<file path="config.mk">
export PLATFORM = sky130hd
export DESIGN_NAME = dds_tone_sequencer
export DESIGN_NICKNAME = d
export VERILOG_FILES = /design/src/rtl/dds_tone_sequencer.sv
export SDC_FILE = /design/constraint.sdc
export NUM_CORES = 1
export LEC_CHECK = 0
export CAP_MARGIN = 20
export CORE_ASPECT_RATIO = 2
export CORE_MARGIN = 2
export CORE_UTILIZATION = 46
export DETAILED_ROUTE_END_ITERATION = 8
export PLACE_DENSITY = 0.69
export SLEW_MARGIN = 20
export SYNTH_ARGS = -nofsm -noshare
export SYNTH_HDL_FRONTEND = slang
export SYNTH_SLANG_ARGS = --single-unit
</file>
<file path="constraint.sdc">
create_clock -name clk_i -period 5.82 [get_ports clk_i]
set_clock_uncertainty 0.2 [all_clocks]
set_input_delay 0.582 -clock clk_i [delete_from_list [all_inputs] [get_ports clk_i]]
set_output_delay 0.582 -clock clk_i [all_outputs]
set_load 0.05 [all_outputs]
</file>
<file path="src/rtl/dds_tone_sequencer.sv">
// Tone-index FIFO and symbol-period sequencer driving the DDS phase-increment input.
// Optional DDS_SEQ_SYMCNT_EN adds sym_count_o, a 16-bit count of symbols issued since the last start.
module dds_tone_sequencer #(
  parameter int PHASE_W    = 25,
  parameter int TONE_W     = 3,
  parameter int FIFO_DEPTH = 16,
  parameter int CNT_W      = 24
) (
  input  logic                          clk_i,
  input  logic                          rst_i,
  input  logic [PHASE_W-1:0]            base_phase_i,
  input  logic [PHASE_W-1:0]            tone_step_i,
  input  logic [CNT_W-1:0]              sym_period_i,
  input  logic                          start_i,
  input  logic                          abort_i,
  input  logic                          sym_valid_i,
  output logic                          sym_ready_o,
  input  logic [TONE_W-1:0]             sym_i,
  input  logic                          sym_last_i,
  output logic [PHASE_W-1:0]            phase_o,
  output logic                          phase_valid_o,
  output logic                          busy_o,
  output logic                          done_o,
  output logic                          underrun_o,
  output logic [$clog2(FIFO_DEPTH):0]   level_o
`ifdef DDS_SEQ_SYMCNT_EN
  ,
  output logic [15:0]                   sym_count_o
`endif
);

  localparam int AW    = $clog2(FIFO_DEPTH);
  localparam int LVL_W = AW + 1;

  // state | meaning
  // IDLE  | carrier at base_phase_i, waiting for start
  // WAIT  | transmission active, FIFO empty, phase held
  // RUN   | symbol period counting
  typedef enum logic [1:0] {S_IDLE, S_WAIT, S_RUN} state_t;
  state_t state, state_nxt;

  logic [TONE_W:0]      mem [FIFO_DEPTH];
  logic [AW-1:0]        wr_ptr, rd_ptr;
  logic [LVL_W-1:0]     count;
  logic                 push, pop, empty;
  logic [TONE_W-1:0]    head_tone;
  logic                 head_last;

  logic [PHASE_W-1:0]   base_l, step_l;
  logic [CNT_W-1:0]     period_l, cnt;
  logic                 cur_last;

  logic [PHASE_W-1:0]   src_base, src_step, phase_nxt;
  logic [CNT_W-1:0]     src_period;
  logic                 valid_nxt, done_nxt, load, start_acc, underrun_set;

  assign empty       = (count == '0);
  assign sym_ready_o = (count != LVL_W'(FIFO_DEPTH));
  assign push        = sym_valid_i && sym_ready_o && !abort_i;
  assign {head_last, head_tone} = mem[rd_ptr];
  assign level_o     = count;
  assign busy_o      = (state != S_IDLE);

  always_ff @(posedge clk_i) begin
    if (push) mem[wr_ptr] <= {sym_last_i, sym_i};
  end

  always_ff @(posedge clk_i or posedge rst_i) begin
    if (rst_i) begin
      wr_ptr <= '0;
      rd_ptr <= '0;
      count  <= '0;
    end else if (abort_i) begin
      wr_ptr <= '0;
      rd_ptr <= '0;
      count  <= '0;
    end else begin
      if (push) wr_ptr <= wr_ptr + AW'(1);
      if (pop)  rd_ptr <= rd_ptr + AW'(1);
      if (push && !pop)      count <= count + LVL_W'(1);
      else if (pop && !push) count <= count - LVL_W'(1);
    end
  end

  // Start acceptance uses the live inputs; later symbols use the values latched then.
  always_comb begin
    src_base   = (state == S_IDLE) ? base_phase_i : base_l;
    src_step   = (state == S_IDLE) ? tone_step_i  : step_l;
    src_period = (state == S_IDLE) ? sym_period_i : period_l;
  end

  always_comb begin
    state_nxt    = state;
    pop          = 1'b0;
    load         = 1'b0;
    start_acc    = 1'b0;
    underrun_set = 1'b0;
    phase_nxt    = phase_o;
    valid_nxt    = 1'b0;
    done_nxt     = 1'b0;
    if (abort_i) begin
      state_nxt = S_IDLE;
      phase_nxt = base_phase_i;
      valid_nxt = 1'b1;
    end else begin
      case (state)
        S_IDLE: begin
          phase_nxt = base_phase_i;
          valid_nxt = 1'b1;
          if (start_i) begin
            start_acc = 1'b1;
            if (!empty) begin
              pop       = 1'b1;
              load      = 1'b1;
              state_nxt = S_RUN;
            end else begin
              state_nxt = S_WAIT;
            end
          end
        end
        S_WAIT: begin
          if (!empty) begin
            pop       = 1'b1;
            load      = 1'b1;
            state_nxt = S_RUN;
          end
        end
        S_RUN: begin
          if (cnt == '0) begin
            if (cur_last) begin
              state_nxt = S_IDLE;
              done_nxt  = 1'b1;
              phase_nxt = base_l;
              valid_nxt = 1'b1;
            end else if (!empty) begin
              pop  = 1'b1;
              load = 1'b1;
            end else begin
              underrun_set = 1'b1;
              state_nxt    = S_WAIT;
            end
          end
        end
        default: state_nxt = S_IDLE;
      endcase
    end
    if (load) begin
      phase_nxt = src_base + PHASE_W'(head_tone) * src_step;
      valid_nxt = 1'b1;
    end
  end

  always_ff @(posedge clk_i or posedge rst_i) begin
    if (rst_i) begin
      state         <= S_IDLE;
      phase_o       <= '0;
      phase_valid_o <= 1'b0;
      done_o        <= 1'b0;
      underrun_o    <= 1'b0;
      base_l        <= '0;
      step_l        <= '0;
      period_l      <= '0;
      cnt           <= '0;
      cur_last      <= 1'b0;
    end else begin
      state         <= state_nxt;
      phase_o       <= phase_nxt;
      phase_valid_o <= valid_nxt;
      done_o        <= done_nxt;
      if (start_acc) begin
        base_l   <= base_phase_i;
        step_l   <= tone_step_i;
        period_l <= sym_period_i;
      end
      if (start_acc)         underrun_o <= 1'b0;
      else if (underrun_set) underrun_o <= 1'b1;
      if (load) begin
        cnt      <= src_period - CNT_W'(1);
        cur_last <= head_last;
      end else if (state == S_RUN && cnt != '0) begin
        cnt <= cnt - CNT_W'(1);
      end
    end
  end

`ifdef DDS_SEQ_SYMCNT_EN
  always_ff @(posedge clk_i or posedge rst_i) begin
    if (rst_i)          sym_count_o <= '0;
    else if (start_acc) sym_count_o <= pop ? 16'd1 : 16'd0;
    else if (pop)       sym_count_o <= sym_count_o + 16'd1;
  end
`endif

endmodule

</file>
==> metrics.txt <==
# TYPE chip_impl_metric gauge
chip_impl_info{name="outcome",value="completed"} 1
chip_impl_info{name="setup.worst_path.class",value="reg -> reg"} 1
chip_impl_metric{name="grt_max_degree",unit=""} 68
chip_impl_metric{name="grt-ovfl-total",unit=""} 0
chip_impl_metric{name="dp.final_hpwl",unit="mm"} 26.6
chip_impl_info{name="cts_tree",value="yes"} 1
chip_impl_info{name="min_path_type",value="reg -> reg"} 1
chip_impl_metric{name="syn-num-nets",unit=""} 1425
chip_impl_info{name="synthTopCellsByArea",value="sky130_fd_sc_hd__dfrtp_1 27%, sky130_fd_sc_hd__edfxtp_1 15%, sky130_fd_sc_hd__mux2i_1 8.5%, sky130_fd_sc_hd__fa_1 7.0%, sky130_fd_sc_hd__mux2_2 6.8%"} 1
chip_impl_info{name="worst_path_most_repeated_cell",value="sky130_fd_sc_hd__fa_1"} 1
chip_impl_metric{name="syn-instance-count",unit=""} 1261
chip_impl_metric{name="grtUsageTotal",unit="%"} 23.9
chip_impl_metric{name="timing.slew.headroom",unit="%"} 36.7
chip_impl_metric{name="postSynthRegisterBits",unit=""} 206
chip_impl_metric{name="antenna_left",unit=""} 0
chip_impl_metric{name="clock_latency",unit="ns"} 0.53
chip_impl_metric{name="area_growth_syn_to_layout",unit="%"} 21.4
chip_impl_metric{name="fp-row-count",unit=""} 87
chip_impl_metric{name="drc",unit=""} 0
chip_impl_metric{name="min_tclk_post_route",unit="ns"} 5.65
chip_impl_metric{name="dieArea",unit="mm²"} 0.0301
chip_impl_metric{name="cts_htree_levels",unit=""} 1
chip_impl_metric{name="chipWidth",unit="µm"} 124
chip_impl_info{name="crit_path_slowest_cell",value="sky130_fd_sc_hd__fa_1"} 1
chip_impl_metric{name="die_y",unit="µm"} 243
chip_impl_metric{name="synth-edff-count",unit=""} 64
chip_impl_metric{name="synth_cell_type_count",unit=""} 65
chip_impl_metric{name="initial_core_util",unit="%"} 46.7
chip_impl_info{name="worstSetupEndpointType",value="flop"} 1
chip_impl_metric{name="wl",unit="mm"} 35.3
chip_impl_metric{name="drt_first_iter_violations",unit=""} 540
chip_impl_info{name="post-synth-top-area-cell",value="sky130_fd_sc_hd__dfrtp_1"} 1
chip_impl_info{name="most_used_standard_cell_by_instance_count_after_synthesis",value="sky130_fd_sc_hd__nor2_1"} 1
chip_impl_metric{name="cts_hold_buf",unit=""} 0
chip_impl_metric{name="timing.final.crit_share",unit="%"} 97.1
chip_impl_metric{name="worst-endpoint-required",unit="ns"} 6.00
chip_impl_metric{name="grt_pass1_wl",unit="mm"} 55.3
chip_impl_metric{name="post_dp_cell_area",unit="mm²"} 0.0149
chip_impl_metric{name="core_area",unit="mm²"} 0.0282
chip_impl_metric{name="cp_max_fo",unit=""} 8
chip_impl_info{name="synth_top_flop_cell",value="sky130_fd_sc_hd__dfrtp_1"} 1
chip_impl_metric{name="iteration_count_of_the_initial_detailed_routing_pass",unit=""} 5
chip_impl_info{name="timing.critical_path.cells",value="clkbuf_16 -> mux2i_1 -> a221oi_2 -> o21a_1 -> a221oi_4 -> or2_2 -> fa_1 -> fa_1 -> inv_1 -> ha_1 -> a211oi_2 -> o21ai_1 -> a2111oi_4 -> buf_4 -> nor4b_1 -> o2111ai_1 -> nand4_1 -> o211ai_1 -> xnor2_1 -> a21oi_1"} 1
chip_impl_metric{name="grt_pass1_vias",unit=""} 10400
chip_impl_metric{name="cts-root-to-sink-buffers",unit=""} 3
chip_impl_metric{name="initial_antenna_violation_count",unit=""} 2
chip_impl_metric{name="clock_sinks",unit=""} 206
chip_impl_metric{name="vias",unit=""} 9928
chip_impl_metric{name="cts_inserted_buffers",unit=""} 21
chip_impl_info{name="cts_root_buf",value="sky130_fd_sc_hd__clkbuf_16"} 1
chip_impl_metric{name="synthDominantCellAreaShare",unit="%"} 27.0
chip_impl_metric{name="synth_seq_area_share",unit="%"} 41.6
chip_impl_metric{name="ys_async_rst_share",unit="%"} 68.9
chip_impl_metric{name="final_net_count",unit=""} 1550
chip_impl_metric{name="setup_violations",unit=""} 0
chip_impl_metric{name="syn_area_per_cell",unit="µm²"} 10.4
chip_impl_metric{name="drv_cap",unit=""} 0
chip_impl_metric{name="worst-endpoint-arrival",unit="ns"} 5.83
chip_impl_info{name="yosys-top-cells-count",value="148 x sky130_fd_sc_hd__nor2_1, 142 x sky130_fd_sc_hd__dfrtp_1, 112 x sky130_fd_sc_hd__mux2i_1"} 1
chip_impl_info{name="worst_path_dominant_cell_family",value="compound AO/OA/AOI/OAI gates"} 1
chip_impl_metric{name="gp_routability_congestion",unit=""} 0.885
chip_impl_metric{name="clk_pin_slew_worst_paths",unit="ns"} 0.07
chip_impl_metric{name="finalHoldViolCount",unit=""} 0
chip_impl_info{name="worst_setup_path_start_kind",value="flop"} 1
chip_impl_metric{name="critical_path_buf_inv_count",unit=""} 3
chip_impl_metric{name="final-max-slew-violation-count",unit=""} 0
chip_impl_metric{name="max_slew.worst_pin.slew",unit="ns"} 0.945
chip_impl_metric{name="buffer_ports.inserted",unit=""} 117
chip_impl_metric{name="final_cell_area",unit="mm²"} 0.0160
chip_impl_metric{name="average_wire_length_per_cell_after_detail_routing",unit="µm"} 20.1
chip_impl_metric{name="synth.yosys.warnings",unit=""} 0
chip_impl_metric{name="cp_slowest_stage_delay",unit="ns"} 0.60
chip_impl_metric{name="timing_limited_maximum_frequency",unit="MHz"} 177
chip_impl_metric{name="io_pins",unit=""} 118
chip_impl_metric{name="synth_area",unit="mm²"} 0.0132
chip_impl_metric{name="drive_gt1_share",unit="%"} 15.3
chip_impl_metric{name="vias_per_cell",unit=""} 5.65
-- worst register-to-register path, delay by kind of cell (launching register included) --
family,cells,cell delay (ns)
AO/OA/AOI/OAI,9,2.08
buffers and inverters,3,0.47
XOR/XNOR,1,0.18
AND/OR/NAND/NOR,3,0.51
flip-flops,1,0.47
adder cells (fa/ha/maj),3,1.44
multiplexers,1,0.15
-- state kept, by name, summed over array words and instances, names as in the netlist, 5 cells and up --
register and count:
mem 64, step_l 25, base_l 25, phase_o 25
cnt 24, level_o 5, period_l 24
-- final timing paths --
path                            slack (ns)   startpoint  cells past startpoint          end
worst min register to register        0.26  phase_o[13]                      2  phase_o[13]
max in group asynchronous             4.06        rst_i                      3  phase_o[15]
worst max register to register        0.17    rd_ptr[0]                     20  phase_o[24]
worst min-delay path                  0.26  phase_o[13]                      2  phase_o[13]
min in group asynchronous             0.32        rst_i                      2    step_l[8]
worst max-delay path                  0.17    rd_ptr[0]                     20  phase_o[24]
-- cells in the final DEF, fill, tap and decap left out, types with 9 or more instances in the layout --
cell and count:
sky130_fd_sc_hd__nor2_1 146, sky130_fd_sc_hd__dfrtp_1 141, sky130_fd_sc_hd__clkdlybuf4s50_1 117, sky130_fd_sc_hd__mux2i_1 106, sky130_fd_sc_hd__inv_1 102, sky130_fd_sc_hd__nand2_1 82, sky130_fd_sc_hd__mux2_2 79, sky130_fd_sc_hd__a21oi_1 64
sky130_fd_sc_hd__edfxtp_1 64, sky130_fd_sc_hd__o21ai_0 46, sky130_fd_sc_hd__fa_1 46, sky130_fd_sc_hd__xnor2_1 40, sky130_fd_sc_hd__ha_1 35, sky130_fd_sc_hd__buf_4 31, sky130_fd_sc_hd__nand3_1 25, sky130_fd_sc_hd__xor2_1 25
sky130_fd_sc_hd__clkbuf_16 22, sky130_fd_sc_hd__nor3_1 20, sky130_fd_sc_hd__and2_1 20, sky130_fd_sc_hd__a21o_1 13, sky130_fd_sc_hd__and3_1 9, sky130_fd_sc_hd__mux4_2 9
-- repair_timing --
action,4_1_cts,5_1_grt
endpoints found under the setup margin,4,10
setup buffers,0,4
cloned,0,1
pin swaps,0,7
gates resized for setup,2,40
-- metrics by stage --
stage               std cells  setup WS, ns  utilization (%)  TNS, ns  hold WS (ns)
finish                   1758         0.166             56.7        0         0.264
global route             1758       -0.0269             56.7  -0.0329         0.307
CTS                      1752        0.0202             55.7        0         0.269
detailed placement       1714       -0.0174             52.9  -0.0174         0.256
global placement         1714         0.144             52.9        0         0.250
floorplan                1261        0.0315                -        0         0.280
-- logic make-up after synthesis --
| kind of cell | Yosys count | share of synthesized area (%) |
|---|---|---|
| compound gates | 189 | 9.04 |
| mux | 201 | 16.9 |
| simple gates | 360 | 13.1 |
| fa+ha+maj | 81 | 10.3 |
| flops | 206 | 41.6 |
| buf+inv | 159 | 4.69 |
| xor+xnor | 65 | 4.32 |
-- area by class of cell --
cell class / instances / area [µm²]
Fill cell: 2365 / 12200
Multi-Input combinational cell: 896 / 7340
Sequential cell: 206 / 5480
Timing Repair Buffer: 158 / 1560
Clock buffer: 27 / 588
Tap cell: 356 / 445
Inverter: 103 / 392
Clock inverter: 11 / 174
Antenna cell: 1 / 2.50
-- per-layer routing --
metal / wire (µm) / GRT usage (%)
met1: 12200 / 24.1
met2: 20100 / 46.8
met3: 1240 / 2.67
met4: 1710 / 11.4
met5: 12 / 0
Power is not shown: default switching activity piles up to over one toggle a cycle in this logic, so the estimate is an artifact.
